==> config.mk <==
export PLATFORM = sky130hd
export DESIGN_NAME = wb_stage
export DESIGN_NICKNAME = d
export VERILOG_FILES = /design/src/rtl/wb_stage.sv
export SDC_FILE = /design/constraint.sdc
export NUM_CORES = 1
export LEC_CHECK = 0
export ABC_CLOCK_PERIOD_IN_PS = 5000
export CORE_MARGIN = 2
export CORE_UTILIZATION = 39
export DETAILED_ROUTE_END_ITERATION = 12
export PLACE_DENSITY = 0.89
export SLEW_MARGIN = 15
export SYNTH_ARGS = -nofsm -noshare
export SYNTH_HDL_FRONTEND = slang
export SYNTH_SLANG_ARGS = --single-unit
==> constraint.sdc <==
create_clock -name clk -period 5 [get_ports clk]
set_input_delay 1.25 -clock clk [delete_from_list [all_inputs] [get_ports clk]]
set_output_delay 1.25 -clock clk [all_outputs]
set_load 0.02 [all_outputs]
==> src/rtl/wb_stage.sv <==
// Writeback stage: latches the MEM entry, retires it, drives the register-file write port and halts on jal x0,0.
// Optional CSR display outputs (HEX/LEDR) are built only when WB_CSR_EN is defined.

`ifndef IOPBITS
`define IOPBITS 5
`endif
`ifndef MEM_latch_WIDTH
`define MEM_latch_WIDTH (148 + `IOPBITS)
`endif

module wb_stage (
  input  logic                        clk,
  input  logic                        reset,
  input  logic [`MEM_latch_WIDTH-1:0] from_MEM_latch,
  output logic [37:0]                 from_WB_to_DE,
  output logic [31:0]                 retired_count,
  output logic                        halted,
  output logic [23:0]                 hex_out,
  output logic [9:0]                  ledr_out
);

  typedef struct packed {
    logic                valid;
    logic [31:0]         inst;
    logic [31:0]         pc;
    logic [`IOPBITS-1:0] op_i;
    logic [31:0]         inst_count;
    logic                wr_reg;
    logic [4:0]          wregno;
    logic [31:0]         regval;
    logic                is_csrw;
    logic [11:0]         csr_addr;
  } mem_latch_t;

  typedef enum logic {RUN = 1'b0, HALTED = 1'b1} state_e;

  localparam logic [31:0] HALT_INST = 32'h0000_006F;

  state_e      state_q, state_d;
  mem_latch_t  wb_q, wb_d, in_s;
  logic [31:0] retired_q, retired_d;
  logic        run, retire, halt_in_wb, wr_en;

  assign in_s       = from_MEM_latch;
  assign run        = (state_q == RUN);
  assign retire     = run && wb_q.valid;
  assign halt_in_wb = wb_q.valid && (wb_q.inst == HALT_INST);
  assign wr_en      = retire && wb_q.wr_reg && (wb_q.wregno != 5'd0);

  // The halting entry stays in the latch for its retire cycle; the state flips on
  // the edge that retires it, and the latch is frozen from then on.
  always_comb begin
    state_d   = state_q;
    wb_d      = wb_q;
    retired_d = retired_q;
    if (run && !halt_in_wb) wb_d = in_s;
    if (retire) retired_d = retired_q + 32'd1;
    if (retire && halt_in_wb) state_d = HALTED;
  end

  always_ff @(posedge clk or posedge reset) begin
    if (reset) begin
      state_q   <= RUN;
      wb_q      <= '0;
      retired_q <= '0;
    end else begin
      state_q   <= state_d;
      wb_q      <= wb_d;
      retired_q <= retired_d;
    end
  end

  assign from_WB_to_DE = wr_en ? {1'b1, wb_q.wregno, wb_q.regval} : 38'd0;
  assign retired_count = retired_q;
  assign halted        = (state_q == HALTED);

`ifdef WB_CSR_EN
  logic [23:0] hex_q, hex_d;
  logic [9:0]  ledr_q, ledr_d;

  always_comb begin
    hex_d  = hex_q;
    ledr_d = ledr_q;
    if (retire && wb_q.is_csrw) begin
      case (wb_q.csr_addr)
        12'h800: hex_d  = wb_q.regval[23:0];
        12'h801: ledr_d = wb_q.regval[9:0];
        default: ;
      endcase
    end
  end

  always_ff @(posedge clk or posedge reset) begin
    if (reset) begin
      hex_q  <= '0;
      ledr_q <= '0;
    end else begin
      hex_q  <= hex_d;
      ledr_q <= ledr_d;
    end
  end

  assign hex_out  = hex_q;
  assign ledr_out = ledr_q;
`else
  assign hex_out  = 24'd0;
  assign ledr_out = 10'd0;
`endif

  // Fields carried for other stages/debug that writeback itself never consumes.
  logic unused_fields;
  assign unused_fields = ^{wb_q.pc, wb_q.op_i, wb_q.inst_count, wb_q.is_csrw, wb_q.csr_addr};

endmodule

==> out/metrics.yaml, run 1 <==
timing:
  fin_setup_tns_ns: 0
  hold_viol_final: 0
  finClkSkew_ns: 0.006208
  peak_clock_frequency_supported_by_timing_mhz: 247.0
  grt_setup_unrepaired: "no"
  slew_headroom_pct: 20.38
  final.period_utilization_pct: 80.97
  finalCriticalPeriod_ns: 4.048
  report.final.slew_viol_count: 0
  report.final.setup_viol: 0
  worst_pin_slew_ns: 1.183
layout:
  fin_nets: 716
  insertedDiodeCount: 0
  fillers: 1039
  fin_area_um2: 6569
  layout-drive-gt1-share_pct: 13.98
  syn_to_final_growth_pct: 36.22
logic_synthesis:
  synth_enable_flop_cells: 0
  netlist_area_pre_place_um2: 4822
  synth.most_common_cell: "dfrtp_1"
  synth_top_cells_by_area: "dfrtp_1 (54%), mux2_2 (13%), buf_4 (5.6%)"
  yosysSeqAreaShare_pct: 53.97
  synth-async-reset-ratio_pct: 100.0
  netlist.area_leader.share_pct: 53.97
  synth_top_cells_by_count: "dfrtp_1 (104), mux2_2 (55), nand2_1 (45), buf_4 (36), and2_1 (34)"
  synthesis.instances: 419
  yosysTopAreaCell: "dfrtp_1"
  avgSynthCellArea_um2: 11.51
  yosysUniqueCellTypes: 35
  number_of_synthesized_register_bits: 104
  synth_ff_type: "dfrtp_1"
  yosysWarningCount: 0
detailed_routing:
  vias_per_cell: 4.858
  drt-pass1-iter-count: 4
  detail_route.wirelength_mm: 11.00
  drt_iter0_markers: 318
  route.antenna.remaining_nets: 0
  avgRoutedWirePerCell_um: 15.01
  vias: 3561
  detail_route.drc_violations: 0
setup_path:
  worst_setup_path_end_kind: "output port"
  worstPathRequired_ns: 3.75
  worstPathMaxFanout: 35
  crit_path_arrival_time_ns: 2.80
  critical_path_class: "register to output port"
  start_kind: "register"
global_route:
  first_global_vias: 3678
  largest_net_degree_at_the_start_of_global_routing: 83
  global_route.overflow_total: 0
  grt.total_usage_pct: 17.24
  grt_antenna_before_repair: 0
  grt_pass1_wl_mm: 17.73
clocking:
  post_cts_resize_count: 0
  worst_setup_hold_path_clk_slew_ns: 0.07
  cts_tree: "yes"
  clk_latency_ns: 0.35
  deepest_clock_path_buffer_count: 2
  postCtsHoldBufs: 0
  postCtsSetupRepairBufs: 0
  clkSinkCount: 104
  ctsHtreeMaxLevel: 3
  cts_buffers: 9
  cts.root.buffer_cell: "clkbuf_16"
floorplan:
  coreArea_um2: 12060
  row_count: 40
  fp.dieW_um: 115.2
  initial_core_utilization_pct: 39.98
  fp.dieArea_um2: 13270
  ioPinCount: 260
  die_h_um: 115.2
placed_design:
  post_placement_cell_area_um2: 6270
  port_buffers: 143
  hpwl_after_detailed_placement_mm: 8.044
  final_weighted_congestion_in_routability_driven_placement: 0.8559
pwr:
  total_switching_power_uw: 515.0
  part_of_the_power_in_combinational_logic_pct: 16.0
  worst_ir_drop_vdd_v: 0.0002946
  power.sequential.fraction_pct: 48.1
  power_density_nw_per_um2: 299.9
  sw_frac_of_total_pct: 26.14
  total_leakage_power_uw: 0.002819
  p_int_uw: 1455
  clockPowerShare_pct: 35.9
outcome:
  status: "finished clean"
hold_path:
  hold_path_class: "register to register"
run:
  cap_violations: 0
## kinds of logic (layout without fill, tap and decap cells)
family                     Yosys count  count (layout)  share of synthesized area (%)
buffers and inverters               54             167                          7.680
AOI/OAI and AO/OA                   18              18                          1.946
muxes                               55              55                          12.84
and+or+nand+nor                    155             155                          17.59
adders and majority gates            1               1                         0.2594
DFF                                104             104                          53.97
xor gates and xnor gates            31              31                          5.631
other                                1              34                        0.07777
## worst max-delay path: stages, from the launching register on
cell	delay (ns)
dfrtp_1	0.61
nor2b_1	0.50
nand2_1	0.13
a21oi_2	0.11
buf_4	0.28
and2_1	0.17
clkdlybuf4s50_1	0.63
## metal layers
layer  part of all wire [%]  track usage (%)
met1                     41            20.33
met2                     50            28.67
met3                    7.6            7.275
met4                    1.5            5.462
met5                      0                0
## layout make-up
class | count | area, µm² | area share [%]
clock inverters | 5 | 56.30 | 0.8571
flip-flops and latches | 104 | 2603 | 39.62
clock buffers | 11 | 242.7 | 3.695
repair buffers | 147 | 1461 | 22.25
multi-input cells | 294 | 1978 | 30.11
well taps | 168 | 210.2 | 3.200
inverters | 4 | 17.52 | 0.2667
## state kept, by name (all words and copies together) (netlist names)
register / count
wb_q: 71
retired_count: 32
halted: 1
## per-stage QoR
step / hold slack, ns / cells / power [µW] / util, % / setup slack (ns)
after floorplan: 0.4444 / 452 / 1129 / - / 1.018
after global routing: 0.4973 / 733 / 2061 / 54.46 / 0.7471
after detailed placement: 0.4656 / 717 / 1280 / 51.98 / 1.278
after CTS: 0.4826 / 733 / 1996 / 54.46 / 0.8856
after global placement: 0.4584 / 717 / 1267 / 51.98 / 1.315
final: 0.4750 / 733 / 1970 / 54.46 / 0.9517
## power groups by stage
stage,Sequential [µW],Clock [µW],Combinational (µW)
global route,954,765,342
global placement,958,0,309
detailed placement,961,0,318
CTS,946,730,320
finish,947,708,316
floorplan,978,0,151
## worst paths after layout
kind | from | end | slack [ns] | depth (start not counted)
min reg2reg | wb_q[133] | wb_q[133] | 0.48 | 2
min in group asynchronous | reset | wb_q[33] | 1.48 | 2
max reg2reg | halted | wb_q[125] | 2.38 | 4
max in group asynchronous | reset | retired_count[4] | 2.63 | 3
max | halted | from_WB_to_DE[26] | 0.95 | 6
min | wb_q[133] | wb_q[133] | 0.48 | 2
## layout by cell type (no fill, tap or decap)
| master | netlist | layout |
|---|---|---|
| nor2_1 | 7 | 7 |
| nor2b_1 | 2 | 2 |
| and4_1 | 5 | 5 |
| and3_1 | 7 | 7 |
| clkinv_4 | 0 | 1 |
| clkinvlp_4 | 0 | 1 |
| clkbuf_1 | 7 | 1 |
| clkbuf_16 | 0 | 9 |
| nand2b_1 | 1 | 1 |
| clkinv_1 | 1 | 1 |
| a21oi_2 | 0 | 1 |
| nand4_1 | 10 | 10 |
| and2_1 | 34 | 34 |
| o21ai_0 | 16 | 16 |
| clkdlybuf4s50_1 | 0 | 143 |
| xnor2_1 | 17 | 17 |
| inv_4 | 0 | 1 |
| nor4b_1 | 1 | 1 |
| conb_1 | 1 | 34 |
| nor4_2 | 2 | 2 |
| mux2_2 | 55 | 55 |
| clkbuf_8 | 0 | 1 |
| ha_1 | 1 | 1 |
| buf_4 | 36 | 4 |
| and4b_1 | 2 | 2 |
| xor2_1 | 14 | 14 |
| or4_1 | 1 | 1 |
| inv_1 | 3 | 2 |
| nand4b_1 | 1 | 1 |
| nand2_1 | 45 | 45 |
| nor4_1 | 10 | 10 |
| nand3_1 | 14 | 14 |
| dfrtp_1 | 104 | 104 |
| nand3b_1 | 1 | 1 |
| o31a_2 | 0 | 1 |
| bufinv_16 | 0 | 1 |
| nor3_1 | 11 | 11 |
| clkinv_2 | 0 | 2 |
| or3_1 | 1 | 1 |
Power figures use the tool's default switching activity.
==> run 2: changes to the inputs <==
--- a/config.mk
+++ b/config.mk
@@ -5,11 +5,11 @@
 export SDC_FILE = /design/constraint.sdc
 export NUM_CORES = 1
 export LEC_CHECK = 0
-export ABC_CLOCK_PERIOD_IN_PS = 5000
+export ABC_CLOCK_PERIOD_IN_PS = 3500
 export CORE_MARGIN = 2
-export CORE_UTILIZATION = 39
+export CORE_UTILIZATION = 36
 export DETAILED_ROUTE_END_ITERATION = 12
-export PLACE_DENSITY = 0.89
+export PLACE_DENSITY = 0.87
 export SLEW_MARGIN = 15
 export SYNTH_ARGS = -nofsm -noshare
 export SYNTH_HDL_FRONTEND = slang
==> constraint.sdc (replaced) <==
create_clock -name clk -period 3.5 [get_ports clk]
set_input_delay 0.875 -clock clk [delete_from_list [all_inputs] [get_ports clk]]
set_output_delay 0.875 -clock clk [all_outputs]
set_load 0.02 [all_outputs]
==> out/metrics.yaml, run 2 (synthesis results as in run 1) <==
placed_design:
  hpwl_after_detailed_placement_mm: 7.870
  port_buffers: 143
  post_placement_cell_area_um2: 6316
  final_weighted_congestion_in_routability_driven_placement: 0.8124
  post-place-cells: 728
pwr:
  power_density_nw_per_um2: 417.4
  worst_ir_drop_vdd_v: 0.0002023
  total_leakage_power_uw: 0.002825
clocking:
  cts_buffers: 9
  ctsHtreeMaxLevel: 3
  deepest_clock_path_buffer_count: 2
  cts_tree: "yes"
  cts.root.buffer_cell: "clkbuf_16"
  postCtsSetupRepairBufs: 0
  postCtsHoldBufs: 0
  worst_setup_hold_path_clk_slew_ns: 0.06
  clkSinkCount: 104
  clk_latency_ns: 0.34
  post_cts_resize_count: 0
setup_path:
  worst_setup_path_end_kind: "output port"
  r2r_cells: 5
  crit_path_arrival_time_ns: 2.34
  worstPathMaxFanout: 35
  worstPathRequired_ns: 2.62
  start_kind: "register"
  critical_path_class: "register to output port"
floorplan:
  fp.dieArea_um2: 14340
  initial_core_utilization_pct: 36.70
  fp.dieW_um: 119.7
  die_h_um: 119.7
  row_count: 42
  ioPinCount: 260
  coreArea_um2: 13140
global_route:
  global_route.overflow_total: 0
  grt_pass1_wl_mm: 17.90
  largest_net_degree_at_the_start_of_global_routing: 105
  grt.total_usage_pct: 15.61
  grt_antenna_before_repair: 0
  first_global_vias: 3768
detailed_routing:
  route.antenna.remaining_nets: 0
  drt-pass1-iter-count: 4
  detail_route.wirelength_mm: 10.80
  drt_iter0_markers: 232
  detail_route.drc_violations: 0
  avgRoutedWirePerCell_um: 14.51
  vias_per_cell: 4.796
  vias: 3568
layout:
  syn_to_final_growth_pct: 36.90
  finalNonFillerCells: 744
  mostFrequentLayoutCells: "clkdlybuf4s50_1 (143), dfrtp_1 (104), mux2_2 (55)"
  fin_area_um2: 6601
  final_common_cell: "clkdlybuf4s50_1"
  register_with_the_most_flip_flops: "wb_q"
  register_area_um2: 2603
  fillers: 1152
  largest_register_ffs: 71
  insertedDiodeCount: 0
  layout-drive-gt1-share_pct: 14.44
  multi_input_comb_area_um2: 1978
  fin_nets: 719
timing:
  slew_headroom_pct: 42.37
  finalCriticalPeriod_ns: 3.210
  final.period_utilization_pct: 91.73
  grt_setup_unrepaired: "no"
  report.final.setup_viol: 0
  hold_viol_final: 0
  peak_clock_frequency_supported_by_timing_mhz: 311.5
  fin_setup_tns_ns: 0
  timing.hold.ws_ns: 0.4778
  finClkSkew_ns: 0.006360
  report.final.slew_viol_count: 0
  worst_pin_slew_ns: 0.8573
outcome:
  status: "finished clean"
hold_path:
  hold_path_class: "register to register"
  worstHoldPathCells: 1
run:
  cap_violations: 0
## run 2: changes by cell type in the layout (fill, tap and decap cells not counted), sizes merged
cell	before	now
inv	3	2
bufinv	1	0
clkinvlp	1	3
clkbuf	11	12
buf	4	7
clkinv	4	3
## run 2: worst paths after layout
path | start | to | slack, ns
max in group asynchronous | reset | wb_q[134] | 2.05
hold reg to reg | retired_count[31] | retired_count[31] | 0.48
setup / recovery | wb_q[152] | from_WB_to_DE[24] | 0.29
min in group asynchronous | reset | wb_q[33] | 1.03
setup reg to reg | wb_q[137] | wb_q[33] | 1.22
hold / removal | retired_count[31] | retired_count[31] | 0.48
## run 2: final cells by class
class / instances / share of cell area (%)
Timing Repair Buffer: 150 / 22.67
Clock buffer: 12 / 3.886
Inverter: 4 / 0.2843
Sequential cell: 104 / 39.42
Tap cell: 176 / 3.336
Clock inverter: 4 / 0.4359
Multi-Input combinational cell: 294 / 29.97
## run 2: report_power, final
group,internal (µW),leakage [µW],total (µW),switching (µW)
clock,522,0.000135,952,430
sequential,1280,0.00128,1360,79.8
combinational,229,0.00141,446,216
total,2030,0.00282,2760,726
## run 2: per-layer routing
metal  track usage [%]  wire length [µm]
met4             6.765               231
met2             26.00              5296
met1             18.79              4417
met5                 0                 0
met3             4.610               851
## run 2: critical path, stage by stage (launching register included)
cell and delay [ns]:
dfrtp_1 0.41, nor2b_1 0.15, buf_4 0.16, nand2_1 0.07, a21oi_2 0.09, buf_4 0.29
and2_1 0.20, clkdlybuf4s50_1 0.61
## run 2: through the flow
stage,utilization [%],setup slack [ns],power (µW)
floorplan,-,0.8703,1613
global placement,48.08,0.6697,1807
detailed placement,48.08,0.6146,1828
CTS,50.25,0.2387,2793
global route,50.25,0.08306,2887
finish,50.25,0.2895,2756
==> run 3: changes to the inputs <==
--- a/config.mk
+++ b/config.mk
@@ -6,6 +6,7 @@
 export NUM_CORES = 1
 export LEC_CHECK = 0
 export ABC_CLOCK_PERIOD_IN_PS = 3500
+export CORE_ASPECT_RATIO = 0.6
 export CORE_MARGIN = 2
 export CORE_UTILIZATION = 36
 export DETAILED_ROUTE_END_ITERATION = 12
==> out/metrics.yaml, run 3 (synthesis results as in run 1) <==
outcome:
  status: "finished clean"
pwr:
  total_leakage_power_uw: 0.002843
  power_density_nw_per_um2: 424.6
  worst_ir_drop_vdd_v: 0.0002393
floorplan:
  die_h_um: 93.65
  fp.dieW_um: 153.4
  initial_core_utilization_pct: 37.17
  row_count: 32
  ioPinCount: 260
  coreArea_um2: 12970
  fp.dieArea_um2: 14370
timing:
  final.period_utilization_pct: 93.99
  timing.hold.ws_ns: 0.4752
  grt_setup_unrepaired: "no"
  worst_pin_slew_ns: 0.6971
  finClkSkew_ns: 0.006022
  report.final.slew_viol_count: 0
  fin_setup_tns_ns: 0
  report.final.setup_viol: 0
  finalCriticalPeriod_ns: 3.290
  slew_headroom_pct: 53.14
  hold_viol_final: 0
  peak_clock_frequency_supported_by_timing_mhz: 304.0
setup_path:
  worstPathMaxFanout: 18
  crit_path_arrival_time_ns: 2.41
  worst_setup_path_end_kind: "output port"
  worstPathRequired_ns: 2.62
  crit_start: "wb_q[152]"
  critical_path_class: "register to output port"
  critical_path.reg2reg.startpoint: "wb_q[127]"
  start_kind: "register"
detailed_routing:
  detail_route.drc_violations: 0
  vias_per_cell: 4.830
  detail_route.wirelength_mm: 11.19
  drt-pass1-iter-count: 4
  drt_iter0_markers: 175
  avgRoutedWirePerCell_um: 15.19
  route.antenna.remaining_nets: 0
  vias: 3560
global_route:
  grt_antenna_before_repair: 0
  grt_pass1_wl_mm: 17.43
  largest_net_degree_at_the_start_of_global_routing: 105
  global_route.overflow_total: 0
  grt.total_usage_pct: 15.28
  first_global_vias: 3503
clocking:
  clk_latency_ns: 0.34
  cts_tree: "yes"
  clkSinkCount: 104
  postCtsHoldBufs: 0
  postCtsSetupRepairBufs: 0
  deepest_clock_path_buffer_count: 2
  worst_setup_hold_path_clk_slew_ns: 0.07
  cts.root.buffer_cell: "clkbuf_16"
  ctsHtreeMaxLevel: 3
  cts_buffers: 9
layout:
  register_area_um2: 2603
  syn_to_final_growth_pct: 37.80
  mostFrequentLayoutCells: "clkdlybuf4s50_1 (143), dfrtp_1 (104), mux2_2 (55)"
  register_with_the_most_flip_flops: "wb_q"
  layout-drive-gt1-share_pct: 14.64
  final_common_cell: "clkdlybuf4s50_1"
  fillers: 1148
  multi_input_comb_area_um2: 2007
  fin_nets: 719
  insertedDiodeCount: 0
  largest_register_ffs: 71
hold_path:
  hold_path_class: "register to register"
  hold_path.startpoint: "retired_count[31]"
placed_design:
  port_buffers: 143
  hpwl_after_detailed_placement_mm: 8.081
  final_weighted_congestion_in_routability_driven_placement: 0.8639
run:
  cap_violations: 0
==> run 3: cell types whose count changed in the layout (fill, tap and decap cells not counted), sizes merged <==
cell      before  now
clkbuf        12    9
inv            2    5
a21oi          1    2
buf            7    6
bufinv         0    1
clkinv         3    2
clkinvlp       3    2
==> run 3: cell type report <==
class / instances / area share [%]
clock buffer: 9 / 3.389
sequential: 104 / 39.16
multi-input combinational: 295 / 30.20
tap: 170 / 3.201
inverter: 4 / 0.2824
clock inverter: 6 / 1.167
timing repair buffer: 149 / 22.59
==> run 3: layer usage <==
layer  vias up  part of all wire (%)  track usage, %
met4         0                  0.91           4.434
met3        10                   7.6           5.535
met1      1764                    45           20.36
met2       125                    46           23.62
li1       1661                     -               -
met5         -                     0               0
==> run 3: worst max-delay path: stages, from the launching register on <==
cell	delay, ns
dfrtp_1	0.42
nor2b_1	0.19
nand2_1	0.18
a21oi_4	0.43
and2_1	0.22
clkdlybuf4s50_1	0.61
==> run 3: power breakdown <==
group	switching (µW)	internal (µW)	total [µW]	leakage, µW
clock network	453	564	1020	0.000146
registers	74.4	1280	1350	0.00128
logic	222	229	452	0.00142
total	750	2070	2820	0.00284
==> run 3: repair_timing <==
action                     4_1_cts  5_1_grt
setup endpoints to repair       35       34
cloned                           0        1
resized for setup                1        2
==> run 3: through the flow <==
step | power, µW | cell area (µm²) | worst slack, ns | std cells | utilization (%)
2_1_floorplan | 1613 | 4950 | 0.8703 | 452 | -
3_3_place_gp | 1809 | 6314 | 0.1960 | 721 | 48.67
3_5_place_dp | 1824 | 6314 | 0.09108 | 721 | 48.67
4_1_cts | 2866 | 6624 | 0.01989 | 736 | 51.06
5_1_grt | 2961 | 6645 | 0.02995 | 737 | 51.22
6_report | 2822 | 6645 | 0.2103 | 737 | 51.22
==> run 3: worst paths after layout <==
check | end | slack (ns) | cells after the start
worst max-delay path | from_WB_to_DE[27] | 0.21 | 5
worst min-delay path | retired_count[31] | 0.48 | 1
worst max register to register | wb_q[125] | 1.36 | 5
worst min register to register | retired_count[31] | 0.48 | 1
max in group asynchronous | wb_q[151] | 2.06 | 3
min in group asynchronous | wb_q[25] | 1.03 | 3
